## src/rtl/irq_pkg.sv

```systemverilog
// Shared definitions for the interrupt arbiter: FSM encoding and register map.
package irq_pkg;

    typedef enum logic [1:0] {
        IDLE    = 2'd0,
        REQ     = 2'd1,
        SERVICE = 2'd2
    } irq_state_e;

    // Byte offsets of the four word registers inside the block.
    localparam logic [3:0] OFF_PEND  = 4'h0;
    localparam logic [3:0] OFF_MASK  = 4'h4;
    localparam logic [3:0] OFF_CTRL  = 4'h8;
    localparam logic [3:0] OFF_CAUSE = 4'hC;

    localparam int CAUSE_VALID_BIT = 31;

endpackage

```

## src/rtl/irq_prio_enc.sv

```systemverilog
// Fixed-priority encoder: reports whether any request is set and the index of the lowest one.
module irq_prio_enc #(
    parameter int N = 4
) (
    input  logic [N-1:0] i_req,
    output logic         o_any,
    output logic [2:0]   o_idx
);

    // Scanning downward lets the lowest set bit overwrite any higher one.
    always_comb begin
        o_any = 1'b0;
        o_idx = 3'd0;
        for (int i = N - 1; i >= 0; i--) begin
            if (i_req[i]) begin
                o_any = 1'b1;
                o_idx = 3'(i);
            end
        end
    end

endmodule

```

## src/rtl/irq_arbiter.sv

```systemverilog
// Fixed-priority interrupt arbiter feeding the core's single IRQ line, with a
// memory-mapped PEND/MASK/CTRL/CAUSE register block and kernel-mode nesting guard.
module irq_arbiter
    import irq_pkg::*;
#(
    parameter int          NSRC      = 4,
    parameter logic [31:0] BASE_ADDR = 32'h4000_0030
) (
    input  logic            clk,
    input  logic            reset,
    input  logic [NSRC-1:0] src_irq,
    input  logic            kernel_mode,
    input  logic            irq_ack,
    output logic            irq_out,
    input  logic [31:0]     addr,
    input  logic [31:0]     wdata,
    input  logic            mem_wr,
    input  logic            mem_rd,
    output logic [31:0]     rdata
);

    irq_state_e      r_state;
    irq_state_e      w_nextState;
    logic [NSRC-1:0] r_srcPrev;
    logic [NSRC-1:0] r_pend;
    logic [NSRC-1:0] r_mask;
    logic            r_gie;
    logic            r_causeValid;
    logic [2:0]      r_causeIdx;
    logic            r_seenKernel;
    logic            r_irqOut;

    logic [NSRC-1:0] w_rise;
    logic [NSRC-1:0] w_elig;
    logic [NSRC-1:0] w_w1c;
    logic [NSRC-1:0] w_ackClr;
    logic            w_eligAny;
    logic [2:0]      w_sel;
    logic            w_hit;
    logic            w_wrEn;
    logic [1:0]      w_regSel;
    logic            w_take;
    logic            w_return;
    logic            w_unused;

    assign w_hit    = (addr[31:4] == BASE_ADDR[31:4]);
    assign w_regSel = addr[3:2];
    assign w_wrEn   = mem_wr && w_hit;
    assign w_unused = ^{addr[1:0], wdata};

    assign w_rise = src_irq & ~r_srcPrev;
    assign w_elig = r_pend & r_mask;
    assign w_w1c  = (w_wrEn && (w_regSel == OFF_PEND[3:2])) ? wdata[NSRC-1:0] : '0;

    irq_prio_enc #(
        .N(NSRC)
    ) u_prioEnc (
        .i_req(w_elig),
        .o_any(w_eligAny),
        .o_idx(w_sel)
    );

    always_comb begin
        w_ackClr = '0;
        for (int i = 0; i < NSRC; i++) begin
            w_ackClr[i] = w_take && w_eligAny && (w_sel == 3'(i));
        end
    end

    always_comb begin
        w_nextState = r_state;
        w_take      = 1'b0;
        w_return    = 1'b0;
        case (r_state)
            IDLE: begin
                if (r_gie && w_eligAny && !kernel_mode) begin
                    w_nextState = REQ;
                end
            end
            REQ: begin
                if (irq_ack) begin
                    w_nextState = SERVICE;
                    w_take      = 1'b1;
                end else if (!w_eligAny || !r_gie) begin
                    w_nextState = IDLE;
                end
            end
            SERVICE: begin
                // Handler return: back in user mode after having been in kernel mode.
                if (!kernel_mode && r_seenKernel) begin
                    w_nextState = IDLE;
                    w_return    = 1'b1;
                end
            end
            default: w_nextState = IDLE;
        endcase
    end

    always_ff @(posedge clk or negedge reset) begin
        if (!reset) begin
            r_state  <= IDLE;
            r_irqOut <= 1'b0;
        end else begin
            r_state  <= w_nextState;
            r_irqOut <= (w_nextState == REQ);
        end
    end

    always_ff @(posedge clk or negedge reset) begin
        if (!reset) begin
            r_seenKernel <= 1'b0;
        end else if (r_state == SERVICE && !w_return) begin
            r_seenKernel <= r_seenKernel | kernel_mode;
        end else begin
            r_seenKernel <= 1'b0;
        end
    end

    // A new rise wins over a same-cycle clear so no event is dropped.
    always_ff @(posedge clk or negedge reset) begin
        if (!reset) begin
            r_srcPrev <= '0;
            r_pend    <= '0;
        end else begin
            r_srcPrev <= src_irq;
            r_pend    <= (r_pend & ~(w_w1c | w_ackClr)) | w_rise;
        end
    end

    always_ff @(posedge clk or negedge reset) begin
        if (!reset) begin
            r_mask <= '0;
            r_gie  <= 1'b0;
        end else if (w_wrEn) begin
            if (w_regSel == OFF_MASK[3:2]) begin
                r_mask <= wdata[NSRC-1:0];
            end
            if (w_regSel == OFF_CTRL[3:2]) begin
                r_gie <= wdata[0];
            end
        end
    end

    always_ff @(posedge clk or negedge reset) begin
        if (!reset) begin
            r_causeValid <= 1'b0;
            r_causeIdx   <= 3'd0;
        end else if (w_take) begin
            r_causeValid <= 1'b1;
            r_causeIdx   <= w_sel;
        end else if (w_return) begin
            r_causeValid <= 1'b0;
        end
    end

    assign irq_out = r_irqOut;

    always_comb begin
        rdata = '0;
        if (mem_rd && w_hit) begin
            case (w_regSel)
                OFF_PEND[3:2]: rdata[NSRC-1:0] = r_pend;
                OFF_MASK[3:2]: rdata[NSRC-1:0] = r_mask;
                OFF_CTRL[3:2]: rdata[0]        = r_gie;
                default: begin
                    rdata[CAUSE_VALID_BIT] = r_causeValid;
                    rdata[2:0]             = r_causeIdx;
                end
            endcase
        end
    end

endmodule
```

## config.mk

```make
export PLATFORM = sky130hd
export DESIGN_NAME = irq_arbiter
export DESIGN_NICKNAME = d
export VERILOG_FILES = /design/src/rtl/irq_pkg.sv /design/src/rtl/irq_prio_enc.sv /design/src/rtl/irq_arbiter.sv
export SDC_FILE = /design/constraint.sdc
export NUM_CORES = 1
export LEC_CHECK = 0
export ABC_AREA = 1
export CAP_MARGIN = 20
export CORE_UTILIZATION = 31
export CTS_CLUSTER_DIAMETER = 60
export DETAILED_ROUTE_END_ITERATION = 12
export HOLD_SLACK_MARGIN = 0.12
export PLACE_DENSITY_LB_ADDON = 0.15
export RECOVER_POWER = 25
export SYNTH_ARGS = -nofsm -noshare
export SYNTH_HDL_FRONTEND = slang
export SYNTH_SLANG_ARGS = --single-unit
```

## constraint.sdc

```tcl
create_clock -name clk -period 3.3 [get_ports clk]
set_input_delay 0.33 -clock clk [delete_from_list [all_inputs] [get_ports clk]]
set_output_delay 0.33 -clock clk [all_outputs]
set_load 0.005 [all_outputs]
```

; ---- After elaboration in Yosys (flattened, before gate mapping)
; Index checks and enable logic that the tools add are counted.
[op_classes]
eq_ne = 9
bitwise_logic = 8
n_mux = 27
reduce_logical = 24
[ops]
columns = op, n
row1 = "28-bit by 27-bit == test with 1-bit output, second input constant", 1
row2 = 2-bit two-way mux, 8
row3 = 1-bit two-way mux, 13
row4 = 4-bit AND, 3
row5 = 1-bit logical AND, 12
row6 = 2-bit one-hot mux with 3 select lines, 2
row7 = 4-bit two-way mux, 2
row8 = 4-bit NOT, 2
row9 = 4-bit OR, 2
row10 = "2-bit by 1-bit == test with 1-bit output, second input constant", 3
row11 = "3-bit by 2-bit == test with 1-bit output, second input constant", 2
row12 = "2-bit == test, second input constant", 2
row13 = 1-bit zero test, 4
row14 = 2-bit zero test, 2
row15 = 2-bit AND reduction, 2
row16 = "3-bit by 1-bit == test with 1-bit output, second input constant", 1
row17 = 3-bit zero test, 1
row18 = 1-bit one-hot mux with 3 select lines, 1
row19 = 3-bit OR reduction, 1
row20 = 1-bit one-hot mux with 2 select lines, 1
row21 = 2-bit nonzero test, 1
row22 = 1-bit logical OR, 1
row23 = 1-bit OR, 1
[word_totals]
reg_bits = 21
out_inout_bits = 33
in_bits = 74
wordCells = 77

; ---- Longest topological paths before layout
; Gate-level depths: netlist of run 1.
[depth]
word_depth = 11
depth_mapped = 8
mapped_depth_nobuf = 8

; ---- Cells and area by module
; From an unflattened synthesis of run 1, not the netlist that was laid out.
[unflattened]
hier_cells = 203
area_unflattened_um2 = 1421.4
[by_module_without_submodules]
columns = mod, area_per_inst_um2, seq_area_each_um2, cells_per_inst, instances
row1 = irq_arbiter, 1373.8, 525.5, 193, 1
row2 = irq_prio_enc, 47.5, 0.0, 10, 1

; ---- Least setup slack after synthesis of run 1
; Ideal clock, no wire load.
[synth_timing]
kind = input port to output port
startpoint = input addr[31]
endpoint = output rdata[31]
required_time_ns = 2.970
slack_ns = 1.878
arrival_ns = 1.092
cell_stages = 7
n_path_buf = 0
path_cell_list = inv_1 > nand2_1 > nor2_2 > nand3_2 > nor2_8 > nand2_2 > nor3b_2
[synth_between]
elab_chain_len = 3
[synth_lines]
columns = item, line_no
row1 = from (decl), irq_arbiter.sv:15  ; input logic [31:0] addr,
row2 = 28-bit by 27-bit == test with 1-bit output, irq_arbiter.sv:46  ; assign w_hit = (addr[31:4] == BASE_ADDR[31:4]);
row3 = 1-bit logical AND, irq_arbiter.sv:160  ; if (mem_rd && w_hit) begin
row4 = 1-bit two-way mux, irq_arbiter.sv:160
row5 = to (decl), irq_arbiter.sv:19  ; output logic [31:0] rdata
; No other way between the ends.

; ---- Final worst setup path of run 1
[layout_timing]
startpoint = input addr[30]
endpoint = output rdata[1]
[layout_between]
elab_chain_len = 3
[layout_lines]
columns = item, line_no
row1 = 28-bit by 27-bit == test with 1-bit output, irq_arbiter.sv:46
row2 = 1-bit logical AND, irq_arbiter.sv:160
row3 = 4-bit two-way mux, irq_arbiter.sv:160
; No other way between the ends.

==> results.toml, run 1 <==
[status]
status = "finished clean"

[clock_tree]
clockBufferDepth = 2
cts_resized = 0
clock_latency_ns = 0.26
cts-htree-levels = 1
cts_made_buffers = 3
clk_pin_slew_ns = 0.07
cts_hold_buf = 0
cts_setup_buffers = 0
cts_root_buf = "clkbuf_8"
cts_tree = "yes"
clock_sinks = 20

[synthesis]
synthSimpleGateAreaFrac_pct = 32.5
synth.yosys.seq_area_share_pct = 37.3
synth_top_family_by_area = "simple AND/OR/NAND/NOR gates"
yosys_warnings = 0
synth-seq-cells = 20
muxShareOfSynthArea_pct = 0
post_synth.cell_area_avg_um2 = 7.26
yosys.area_share.adder_pct = 0
synth_compound_area_share_pct = 7.55
synth_area_mm2 = 0.00134
synth_xor_area_share_pct = 0
syn-instance-count = 185
ys_types = 21

[worst_setup_path]
cp.arrival_ns = 2.17
crit_start = "addr[30]"
cp_max_fo = 6
critPathLaunchType = "input pin"
regToRegStartpoint = "r_state[0]"
path_class = "in -> out"
worstPathRequired_ns = 2.97
cp-end-kind = "output port"

[routing]
vias = 1201
drtIter0Drc = 25
wl_per_cell_um = 9.43
drc = 0
wirelength_um = 2720
viasPerCell = 4.17
first_pass_iters = 4
antenna_left = 0

[run]
maxCapViolations = 0

[final_layout]
fin_util_pct = 45.3
syn_to_final_growth_pct = 38.0
drive_above_1_share_pct = 6.72
final_nets = 313
n_fill_cell = 438
final_cell_mix = "nand2_1, clkdlybuf4s50_1, conb_1"
layout_commonest_cell = "nand2_1"
diodes = 0

[timing]
fin_setup_tns_ns = 0
post-route-period-util_pct = 75.6
worst_pin_slew_ns = 0.892
layout_setup_ws_ns = 0.804
fin_crit_ns = 2.50
relSlewSlack_pct = 40.3
finClkSkew_ns = 0.00135
fmax_mhz = 401
drv_slew = 0
hold_viol = 0
rsz0062_at_grt = "no"
hold_slack_ns = 0.473
setup_viol = 0

[grt]
overflow = 0
antenna_found_initial = 0
grt_max_degree = 21
grt_pass1_vias = 1043
grt_pass1_wl_um = 4400
grtUsageTotal_pct = 13.2

[floorplanning]
start_util_pct = 32.9
pin_count = 107
coreArea_mm2 = 0.00409
die_w_um = 67.8
row_count = 23
die_height_um = 67.8
die_area_mm2 = 0.00460

[place]
dpl_worst_slack_ns = 0.787
port_buffers = 49
globalplace.congestion = 0.796
dp_hpwl_um = 2260

[power_and_ir_drop]
power_uw = 521
power.density_mw_per_mm2 = 281
leakage_uw = 0.000916
irDropWorstVdd_mv = 0.192

[worst_hold_path]
min_from = "r_srcPrev[3]"
hold_path.class = "reg -> reg"
## kinds of logic (layout without fill, tap and decap cells)
group,count (synthesis),count (layout)
AND/OR/NAND/NOR,94,94
buffers and inverters,53,80
flip-flops,20,20
AO/OA/AOI/OAI,17,17
other,1,27
## flip-flops by register name (all words and copies together) (netlist names)
register	flops
r_srcPrev	4
r_causeIdx	2
irq_out	1
r_causeValid	1
r_seenKernel	1
r_pend	4
r_state	2
r_gie	1
r_mask	4
## per-layer routing
metal / vias to the layer above / part of all wire, % / global-route usage, %
met1: 516 / 44 / 15.7
met4: 0 / 1.5 / 5.47
li1: 634 / - / -
met2: 47 / 46 / 22.6
met5: - / 0 / 0
met3: 4 / 8.8 / 3.00
## area by class of cell
type	count	area [µm²]	share of cell area, %
sequential	20	500	27.0
inverter	26	97.6	5.27
multi-input combinational	138	639	34.5
tap	50	62.6	3.38
clock buffer	4	55.1	2.97
timing repair buffer	50	498	26.9
## critical path, cell delays in order
cell and delay (ns):
clkdlybuf4s50_1 0.45, nand2_1 0.06, nor2_2 0.14, nand3_2 0.14, nor2_8 0.19, nand2_2 0.12
a31oi_1 0.20, clkdlybuf4s50_1 0.53
## power breakdown
| part | switching, µW | total [µW] | internal, µW |
|---|---|---|---|
| logic | 34.6 | 84.5 | 49.9 |
| clock network | 82.7 | 189 | 106 |
| registers | 0.550 | 248 | 247 |
| total | 118 | 521 | 404 |
## cell usage after synthesis, drive strengths merged
library cell  number  area share [%]
nand4              6             2.8
buf               27              15
dfrtp             20              37
nor2              22             8.3
o21ai              8             3.0
a31oi              2            0.93
o21a               1            0.56
a21oi              3             1.1
nand3              7             3.9
o2111ai            1            0.65
a41oi              2             1.3
nor3b              1            0.93
inv               26             7.3
nand2             58              17
conb               1            0.28
## path summary, 6_finish.rpt
| kind | end | slack (ns) | cells after the start |
|---|---|---|---|
| max | rdata[1] | 0.80 | 8 |
| min | r_pend[3] | 0.47 | 3 |
| max reg2reg | r_pend[2] | 1.96 | 7 |
| min reg2reg | r_pend[3] | 0.47 | 3 |
| max in group asynchronous | r_mask[1] | 2.19 | 1 |
| min in group asynchronous | r_srcPrev[3] | 0.57 | 1 |
## per-stage QoR
step,instances,instance area [µm²]
finish,288,1850
global route,288,1850
CTS,288,1850
detailed placement,284,1800
global placement,284,1800
floorplan,211,1440
No activity file was read; power rests on OpenSTA's default activity.
==> inputs of run 2 (changes only) <==
Clock period 3.3 ns to 2.4 ns, I/O delays scaled along.
==> run 2 against run 1 <==
Non-clock buffer count up 2; register-to-register slack worse by 0.92 ns; largest cell class unchanged; routed wire length up 1.3%; sequential power up 37%; highest routed layer unchanged; clock power up 35%; total power up 37%; via count down 0.33%; sequential cell count unchanged.
==> results.toml, run 2 (synthesized netlist as in run 1, its figures left out) <==
[grt]
busiest_layer = "met2"
use_met1_pct = 16.1
grt_max_degree = 21
overflow = 0
grt_pass1_vias = 1063
grt_pass1_wl_um = 4500
grtUsageTotal_pct = 13.3
use_met2_pct = 23.4
antenna_found_initial = 0
grt_util_met3_pct = 2.83

[worst_setup_path]
critPathLaunchType = "input pin"
cp-end-kind = "output port"
path_class = "in -> out"
cpMostUsedCell = "clkdlybuf4s50_1"
cp.arrival_ns = 2.02
crit_chain = "clkdlybuf4s50_1 -> nand2_1 -> nor2_2 -> nand3_2 -> nor2_8 -> nand2_2 -> a31oi_1 -> clkdlybuf4s50_1"
slowest_stage = "clkdlybuf4s50_1"
worstPathRequired_ns = 2.16
cp_max_fo = 5
critPathMaxStageDelay_ns = 0.54

[final_layout]
top_regs = "r_mask x4, r_pend x4, r_srcPrev x4"
drive_above_1_share_pct = 7.08
register_area_um2 = 500
multiInputGateArea_um2 = 639
n_fill_cell = 437
diodes = 0
syn_to_final_growth_pct = 38.9
final_cell_mix = "nand2_1, clkdlybuf4s50_1, conb_1"
final_nets = 315
layout_commonest_cell = "nand2_1"
fin_util_pct = 45.6

[floorplanning]
pin_count = 107
die_w_um = 67.8
die_area_mm2 = 0.00460
die_height_um = 67.8
start_util_pct = 32.9
row_count = 23
coreArea_mm2 = 0.00409

[place]
dpl_worst_slack_ns = 0.130
port_buffers = 49
globalplace.congestion = 0.817
dp_hpwl_um = 2300

[routing]
drtIter0Drc = 28
viasPerCell = 4.13
wl_per_cell_um = 9.48
drc = 0
first_pass_iters = 4
antenna_left = 0
wirelength_um = 2750
vias = 1197

[power_and_ir_drop]
leakage_uw = 0.000922
irDropWorstVdd_mv = 0.283
power.density_mw_per_mm2 = 383

[clock_tree]
cts_made_buffers = 3
clock_sinks = 20
clk_pin_slew_ns = 0.07
cts_root_buf = "clkbuf_8"
cts_hold_buf = 0
clock_latency_ns = 0.26
clockBufferDepth = 2
cts-htree-levels = 1
cts_tree = "yes"
cts_resized = 0
cts_setup_buffers = 0

[timing]
layout_setup_ws_ns = 0.136
drv_slew = 0
rsz0062_at_grt = "no"
post-route-period-util_pct = 94.3
hold_viol = 0
worst_pin_slew_ns = 1.10
relSlewSlack_pct = 27.0
setup_viol = 0
fin_crit_ns = 2.26
fmax_mhz = 442
fin_setup_tns_ns = 0
finClkSkew_ns = 0.00370

[worst_hold_path]
hold_path.class = "reg -> reg"

[status]
status = "finished clean"

[run]
maxCapViolations = 0
run 2: cell count changes in the layout (fill, tap and decap cells not counted):
cell | before | now
clkdlybuf4s50_1 | 43 | 44
dlygate4sd3_1 | 6 | 5
clkbuf_1 | 0 | 1
buf_4 | 1 | 2
run 2: worst max-delay path: cells and delay by family:
family	cells	cell delay, ns
buffers and inverters	2	0.99
AND/OR/NAND/NOR	5	0.57
AO/OA/AOI/OAI	1	0.21
run 2: path summary, 6_finish.rpt:
check	slack (ns)	cells after the start	start	end
setup / recovery	0.14	8	addr[30]	rdata[1]
setup reg to reg	1.04	7	r_state[0]	r_pend[2]
hold reg to reg	0.48	3	r_srcPrev[3]	r_pend[3]
max in group asynchronous	1.05	2	reset	r_seenKernel
hold / removal	0.48	3	r_srcPrev[3]	r_pend[3]
min in group asynchronous	0.70	2	reset	r_srcPrev[3]
run 2: report_power, final:
part           switching [µW]  leakage (µW)  total, µW  internal (µW)
Sequential              0.772      0.000249        341            340
Combinational            48.1      0.000644        117           69.2
Clock                     110     0.0000288        256            146
Total                     158      0.000922        714            555
run 2: final cells by class:
| type | instances | area share (%) |
|---|---|---|
| multi-input combinational | 138 | 34.3 |
| sequential | 20 | 26.8 |
| clock buffer | 4 | 2.95 |
| inverter | 26 | 5.23 |
| tap | 50 | 3.36 |
| timing repair buffer | 52 | 27.3 |
run 2: through the flow:
stage / hold slack (ns) / cell area (µm²) / total power, µW / cells
CTS: 0.318 / 1870 / 728 / 290
detailed placement: 0.468 / 1810 / 468 / 286
global route: 0.493 / 1860 / 749 / 290
floorplan: -0.0556 / 1440 / 412 / 211
finish: 0.475 / 1860 / 714 / 290
global placement: 0.463 / 1810 / 467 / 286
run 2: per-layer routing:
metal	wire length (µm)	up-vias
met5	0	-
met3	261	2
li1	-	638
met2	1240	54
met4	17	0
met1	1230	503
